**src/rtl/mul_pkg.sv**
```systemverilog
// Shared definitions for the iterative multiplier slice.
//   state_t          : controller states
//   cnt_width()      : width of the step counter for a given number of steps
//   digit_bits_legal : reports whether a digit size is supported
package mul_pkg;

    typedef enum logic [1:0] {
        IDLE = 2'd0,
        CALC = 2'd1,
        DONE = 2'd2
    } state_t;

    // A counter for a single step still needs one bit.
    function automatic int cnt_width(input int steps);
        return (steps <= 1) ? 1 : $clog2(steps);
    endfunction

    function automatic bit digit_bits_legal(input int digit_bits);
        return (digit_bits == 1) || (digit_bits == 2) || (digit_bits == 4);
    endfunction

endpackage

```
**src/rtl/mul_digit_pp.sv**
```systemverilog
// Combinational WIDTH x DIGIT_BITS partial product. It is kept as its own
// module so that approximate partial-product generators can be dropped in.
//   a     [WIDTH-1:0]            : multiplicand magnitude
//   digit [DIGIT_BITS-1:0]       : current multiplier digit
//   pp    [WIDTH+DIGIT_BITS-1:0] : a * digit, exact
module mul_digit_pp #(
    parameter int WIDTH      = 16,
    parameter int DIGIT_BITS = 1
) (
    input  logic [WIDTH-1:0]            a,
    input  logic [DIGIT_BITS-1:0]       digit,
    output logic [WIDTH+DIGIT_BITS-1:0] pp
);

    localparam int PW = WIDTH + DIGIT_BITS;

    // Shift-and-add over the digit bits; for DIGIT_BITS=1 this is an AND row.
    always_comb begin
        pp = '0;
        for (int i = 0; i < DIGIT_BITS; i++) begin
            if (digit[i]) begin
                pp = pp + (PW'(a) << i);
            end
        end
    end

endmodule

```
**src/rtl/mul_seq.sv**
```systemverilog
// Iterative multi-cycle integer multiplier, DIGIT_BITS multiplier bits per
// clock, with per-operation signed/unsigned mode.
//   clk, rst_n            : clock, asynchronous active-low reset
//   in_valid / in_ready   : operand handshake
//   in_signed, in_a, in_b : operation mode and operands
//   abort                 : synchronous cancel of the current operation
//   out_valid / out_ready : product handshake
//   out_p [2*WIDTH-1:0]   : product, held until consumed
module mul_seq
    import mul_pkg::*;
#(
    parameter int WIDTH      = 16,
    parameter int DIGIT_BITS = 1
) (
    input  logic                 clk,
    input  logic                 rst_n,
    input  logic                 in_valid,
    output logic                 in_ready,
    input  logic                 in_signed,
    input  logic [WIDTH-1:0]     in_a,
    input  logic [WIDTH-1:0]     in_b,
    input  logic                 abort,
    output logic                 out_valid,
    input  logic                 out_ready,
    output logic [2*WIDTH-1:0]   out_p
);

    localparam int  STEPS    = WIDTH / DIGIT_BITS;
    localparam int  CNT_W    = cnt_width(STEPS);
    localparam bit  DIGIT_OK = digit_bits_legal(DIGIT_BITS);
    localparam logic [CNT_W-1:0] LAST_CNT = CNT_W'(STEPS - 1);

    generate
        if (!DIGIT_OK || (WIDTH % DIGIT_BITS) != 0) begin : g_bad_cfg
            $error("mul_seq: DIGIT_BITS must be 1, 2 or 4 and divide WIDTH");
        end
    endgenerate

    state_t                     state;
    logic [WIDTH-1:0]           a_mag;
    logic [WIDTH-1:0]           b_mag;
    logic                       neg;
    logic [2*WIDTH-1:0]         acc;
    logic [CNT_W-1:0]           cnt;

    logic [WIDTH-1:0]            a_abs;
    logic [WIDTH-1:0]            b_abs;
    logic [WIDTH+DIGIT_BITS-1:0] pp;
    logic [WIDTH+DIGIT_BITS-1:0] sum_hi;
    logic [2*WIDTH+DIGIT_BITS-1:0] sum_cat;
    logic [2*WIDTH-1:0]          acc_next;

    // Magnitudes of the incoming operands; -2^(WIDTH-1) maps onto itself,
    // which is the correct unsigned magnitude.
    assign a_abs = (in_signed && in_a[WIDTH-1]) ? (~in_a + 1'b1) : in_a;
    assign b_abs = (in_signed && in_b[WIDTH-1]) ? (~in_b + 1'b1) : in_b;

    mul_digit_pp #(
        .WIDTH      (WIDTH),
        .DIGIT_BITS (DIGIT_BITS)
    ) u_pp (
        .a     (a_mag),
        .digit (b_mag[DIGIT_BITS-1:0]),
        .pp    (pp)
    );

    // Right-shifting accumulator: the digit product is added to the upper
    // half and the whole register moves down by one digit per step, so the
    // positional weighting needs no variable shifter. After STEPS steps the
    // accumulator holds the full product. The upper-half sum cannot overflow
    // WIDTH+DIGIT_BITS bits because the upper half stays below 2^WIDTH.
    assign sum_hi   = {{DIGIT_BITS{1'b0}}, acc[2*WIDTH-1:WIDTH]} + pp;
    assign sum_cat  = {sum_hi, acc[WIDTH-1:0]};
    assign acc_next = sum_cat[2*WIDTH+DIGIT_BITS-1:DIGIT_BITS];

    // Controller and datapath registers. abort wins over everything except
    // reset, including completion on the final step.
    always_ff @(posedge clk or negedge rst_n) begin
        if (!rst_n) begin
            state     <= IDLE;
            in_ready  <= 1'b1;
            out_valid <= 1'b0;
            out_p     <= '0;
            cnt       <= '0;
            a_mag     <= '0;
            b_mag     <= '0;
            neg       <= 1'b0;
            acc       <= '0;
        end else begin
            case (state)
                IDLE: begin
                    if (in_valid && !abort) begin
                        a_mag    <= a_abs;
                        b_mag    <= b_abs;
                        neg      <= (in_a[WIDTH-1] ^ in_b[WIDTH-1]) & in_signed;
                        acc      <= '0;
                        cnt      <= '0;
                        in_ready <= 1'b0;
                        state    <= CALC;
                    end
                end
                CALC: begin
                    if (abort) begin
                        in_ready  <= 1'b1;
                        out_valid <= 1'b0;
                        state     <= IDLE;
                    end else begin
                        acc   <= acc_next;
                        b_mag <= b_mag >> DIGIT_BITS;
                        cnt   <= cnt + 1'b1;
                        if (cnt == LAST_CNT) begin
                            out_p     <= neg ? (~acc_next + 1'b1) : acc_next;
                            out_valid <= 1'b1;
                            state     <= DONE;
                        end
                    end
                end
                DONE: begin
                    if (abort || out_ready) begin
                        out_valid <= 1'b0;
                        in_ready  <= 1'b1;
                        state     <= IDLE;
                    end
                end
                default: begin
                    out_valid <= 1'b0;
                    in_ready  <= 1'b1;
                    state     <= IDLE;
                end
            endcase
        end
    end

endmodule

```
**config.mk**
```make
export PLATFORM = sky130hd
export DESIGN_NAME = mul_seq
export DESIGN_NICKNAME = d
export VERILOG_FILES = /design/src/rtl/mul_pkg.sv /design/src/rtl/mul_digit_pp.sv /design/src/rtl/mul_seq.sv
export SDC_FILE = /design/constraint.sdc
export NUM_CORES = 1
export LEC_CHECK = 0
export ABC_AREA = 1
export BUFFER_PORTS_ARGS = -buffer_cell sky130_fd_sc_hd__clkbuf_2
export CAP_MARGIN = 10
export CORE_MARGIN = 5
export CORE_UTILIZATION = 30
export DETAILED_ROUTE_END_ITERATION = 8
export HOLD_SLACK_MARGIN = 0.12
export SETUP_SLACK_MARGIN = 0.3
export SYNTH_ARGS = -nofsm -noshare
export SYNTH_HDL_FRONTEND = slang
export SYNTH_HIERARCHICAL = 1
export SYNTH_SLANG_ARGS = --single-unit
```
**constraint.sdc**
```tcl
create_clock -name clk -period 2.41 [get_ports clk]
set_clock_uncertainty 0.05 [all_clocks]
set_input_delay 0.482 -clock clk [delete_from_list [all_inputs] [get_ports clk]]
set_output_delay 0.482 -clock clk [all_outputs]
set_load 0.05 [all_outputs]
```
==> summary.md <==
| Metric | Value |
|---|---|
| # Max-Cap Violations | `0` |
| Synth Register Bits | `104` |
| Worst path max stage delay | `470 ps` |
| Root Driver | `clkbuf_16` |
| R2r worst-path depth | `17` |
| Slew @ Worst Pin | `612 ps` |
| Most used cell along the critical path | `nand2_1` |
| Total wire length | `19.4 mm` |
| Crit share post-route | `105%` |
| Die Height | `160 µm` |
| Initial antenna violation count | `0` |
| Core Area | `22400 µm²` |
| Clock Pin Slew Worst Setup and Hold Paths | `70 ps` |
| Die area | `25600 µm²` |
| CTS Buf Count | `9` |
| H-tree depth | `3` |
| RSZ-0062 raised after global routing | `yes` |
| Hold Crit Class | `input pin to register` |
| Final hold vios | `0` |
| Delay-heaviest family, CP | `simple AND/OR/NAND/NOR gates` |
| CP Launch Type | `register` |
| Max clock buf depth | `2` |
| Critical-path cell list | `nand2_4 > inv_4 > ha_4 > fa_2 > xor2_2 > inv_1 > nand2_2 > nor2_4 > nand2_4 > nor2_4 > buf_4 > buf_6 > nand2_1 > nand2_1 > nand2_1 > nand3_2 > nand2_1` |
| Synth Instances | `937` |
| TritonCTS Sinks | `104` |
| Sum Neg Setup Slack | `-614 ps` |
| Number of detailed-route iterations in the first pass | `4` |
| Minimum clock period | `2530 ps` |
| Setup Viol. Count Final | `9` |
| Fin worst setup slack | `-122 ps` |
| PortBufs | `71` |
| WL/cell | `14.1 µm` |
| Post-route DRC violation count | `0` |
| Worst skew pair latency | `370 ps` |
| IR drop worst, VDD | `0.000502 V` |
| Hold WS | `344 ps` |
| PD cells | `1270 nW/µm²` |
| Asr flop ratio synth | `100%` |
| Final Max Slew Viols | `0` |
| Unique masters post-synth | `47` |
| Slowest-stage cell, CP | `dfrtp_2` |
| Layout cells sized above 1 | `36.3%` |
| Req. time, crit path | `2620 ps` |
| Nets | `1149` |
| Total GRT Usage | `14.6%` |
| Initial Utilization | `30.1%` |
| Vias | `6579` |
| Worst hold stages | `3` |
| Placement Rows | `55` |
| Crit Path Max Fanout | `7` |
| GPL Wtd Cong | `0.918` |
| Largest net degree at the start of global routing | `56` |
| ANT cells | `0` |
| CP Depth | `17` |
| Failing checks | `setup timing` |
| Fmax | `395 MHz` |
| Antenna-violating nets left | `0` |
| Boundary Pins | `72` |
| Post-Syn Area | `6760 µm²` |
| Detailed Place HPWL | `14.0 mm` |
| Syn nets | `996` |
| Outcome | `complete, but fails checks` |
| Syn Area/Cell | `7.21 µm²` |
| Horiz. Die Dim | `160 µm` |
| Ys Warns | `6` |
| Leakage power | `4.67 nW` |
| Worst slew margin | `59.2%` |
| Setup Crit Path Kind | `register to register` |
| Post-synthesis sequential area ratio | `38.5%` |
| CTS tree | `done` |
| P&R area growth vs syn | `37.6%` |
| Post-synth EDFFs | `0` |
| Initial detailed-routing violation count | `303` |
| Vias in the first global route | `6375` |
| Total grt overflow | `0` |
| First-pass GRT wire length | `31.1 mm` |
| Critical path arrival | `2740 ps` |
| Worst path bufs/invs | `4` |
| Vias per std cell | `4.77` |
| Critical Path Sink Type | `register` |
| Main synth FF type | `dfrtp_1` |
-- per-layer routing --
| layer | up-vias | track usage, % | share of wire (%) | wire length [µm] |
|---|---|---|---|---|
| met1 | 3112 | 19.9 | 48 | 9380 |
| met2 | 119 | 23.5 | 46 | 8970 |
| li1 | 3323 | - | - | - |
| met5 | - | 0 | 0 | 0 |
| met4 | 0 | 3.72 | 1.5 | 291 |
| met3 | 25 | 3.35 | 4.0 | 785 |
-- sequential cells by signal, summed over array words and instances, names as in the netlist --
register,count
a_mag,16
acc,31
b_mag,16
cnt,4
in_ready,1
neg,1
out_p,32
out_valid,1
state,2
-- logic make-up (layout without fill, tap and decap cells) --
| family | after synthesis | count (layout) | synth area share, % |
|---|---|---|---|
| and+or+nand+nor | 480 | 480 | 30.8 |
| adders and majority gates | 21 | 21 | 4.00 |
| other | 1 | 1 | 0.0555 |
| buffers and inverters | 135 | 293 | 8.61 |
| xor gates and xnor gates | 40 | 40 | 5.18 |
| DFF | 104 | 104 | 38.5 |
| AOI/OAI and AO/OA | 156 | 156 | 12.8 |
-- layout make-up --
cell class | count | area (µm²)
clock buffer | 9 | 225
clock inverter | 7 | 77.6
fill | 2267 | 13100
inverter | 108 | 433
multi-input combinational | 698 | 4400
sequential | 104 | 2610
tap | 285 | 357
timing repair buffer | 167 | 1180
timing repair inverter | 2 | 17.5
-- worst paths after layout --
kind                           start  slack [ps]         to
min in group asynchronous      rst_n         620  out_p[23]
min reg2reg                a_mag[13]         430  a_mag[13]
max                         b_mag[0]        -120  out_p[24]
max reg2reg                 b_mag[0]        -120  out_p[24]
max in group asynchronous      rst_n        1070  b_mag[14]
min                         in_a[15]         340  a_mag[15]
-- power breakdown --
| part | internal (mW) | total (mW) | switching, mW |
|---|---|---|---|
| logic | 3.08 | 7.49 | 4.42 |
| clock network | 0.819 | 1.53 | 0.711 |
| registers | 2.32 | 2.78 | 0.458 |
-- through the flow --
stage / cells / utilization, % / power (mW) / cell area, µm² / setup slack (ps)
final: 1380 / 41.4 / 11.8 / 9300 / -122
after global routing: 1380 / 41.4 / 12.7 / 9300 / -280
after CTS: 1363 / 38.9 / 10.9 / 8720 / -72.9
after detailed placement: 1338 / 35.5 / 8.61 / 7970 / -146
after global placement: 1338 / 35.5 / 8.57 / 7970 / -159
after floorplan: 937 / - / 6.48 / 6860 / 133
-- placed cells by master (no fill, tap or decap), types with 3 or more instances in the layout --
cell / n
buf_6: 13
buf_4: 79
o211ai_1: 3
nand3_2: 20
inv_2: 22
buf_12: 4
o21ai_0: 60
xor2_2: 3
inv_6: 4
nor3_1: 7
ha_1: 5
a21oi_1: 13
xor2_1: 30
a21oi_2: 5
xnor2_1: 7
clkbuf_16: 9
nor2_4: 14
o21ai_1: 32
inv_4: 6
nand3_1: 47
nand2_2: 62
nor2_1: 47
nand2_1: 223
nor2_2: 14
o31ai_1: 5
nand2_4: 24
nand4_1: 4
ha_4: 15
dfrtp_1: 102
o22ai_1: 18
inv_1: 77
o21ai_2: 7
nand3_4: 5
clkbuf_2: 70
a21oi_4: 3
-- what timing repair did --
action / CTS / global route
setup buffers: 8 / 15
hold buffers: 1 / 0
cloned: 0 / 2
resized for setup: 89 / 129
setup endpoints to repair: 28 / 36
hold endpoints to repair: 41 / 0
pin swaps: 18 / 59
-- synthesized netlist by cell type (7+ instances only) --
| cell type | number | share of area [%] |
|---|---|---|
| a21oi_1 | 21 | 1.6 |
| nor3_1 | 8 | 0.59 |
| nor2_2 | 10 | 0.93 |
| nand2_1 | 293 | 16 |
| inv_2 | 7 | 0.39 |
| xor2_1 | 33 | 4.3 |
| o21ai_1 | 29 | 2.1 |
| nand2_2 | 16 | 1.5 |
| o22ai_1 | 18 | 1.7 |
| ha_1 | 20 | 3.7 |
| o21ai_0 | 70 | 5.2 |
| nand3_2 | 7 | 1.0 |
| xnor2_1 | 7 | 0.91 |
| clkbuf_1 | 16 | 0.89 |
| dfrtp_1 | 103 | 38 |
| nor2_1 | 62 | 3.4 |
| inv_1 | 96 | 5.3 |
| nand3_1 | 65 | 4.8 |
-- tightest hold or removal path: stages --
cell      delay [ps]
clkbuf_2         100
o21ai_0           60
o21ai_0           70
Power figures use the tool's default switching activity.
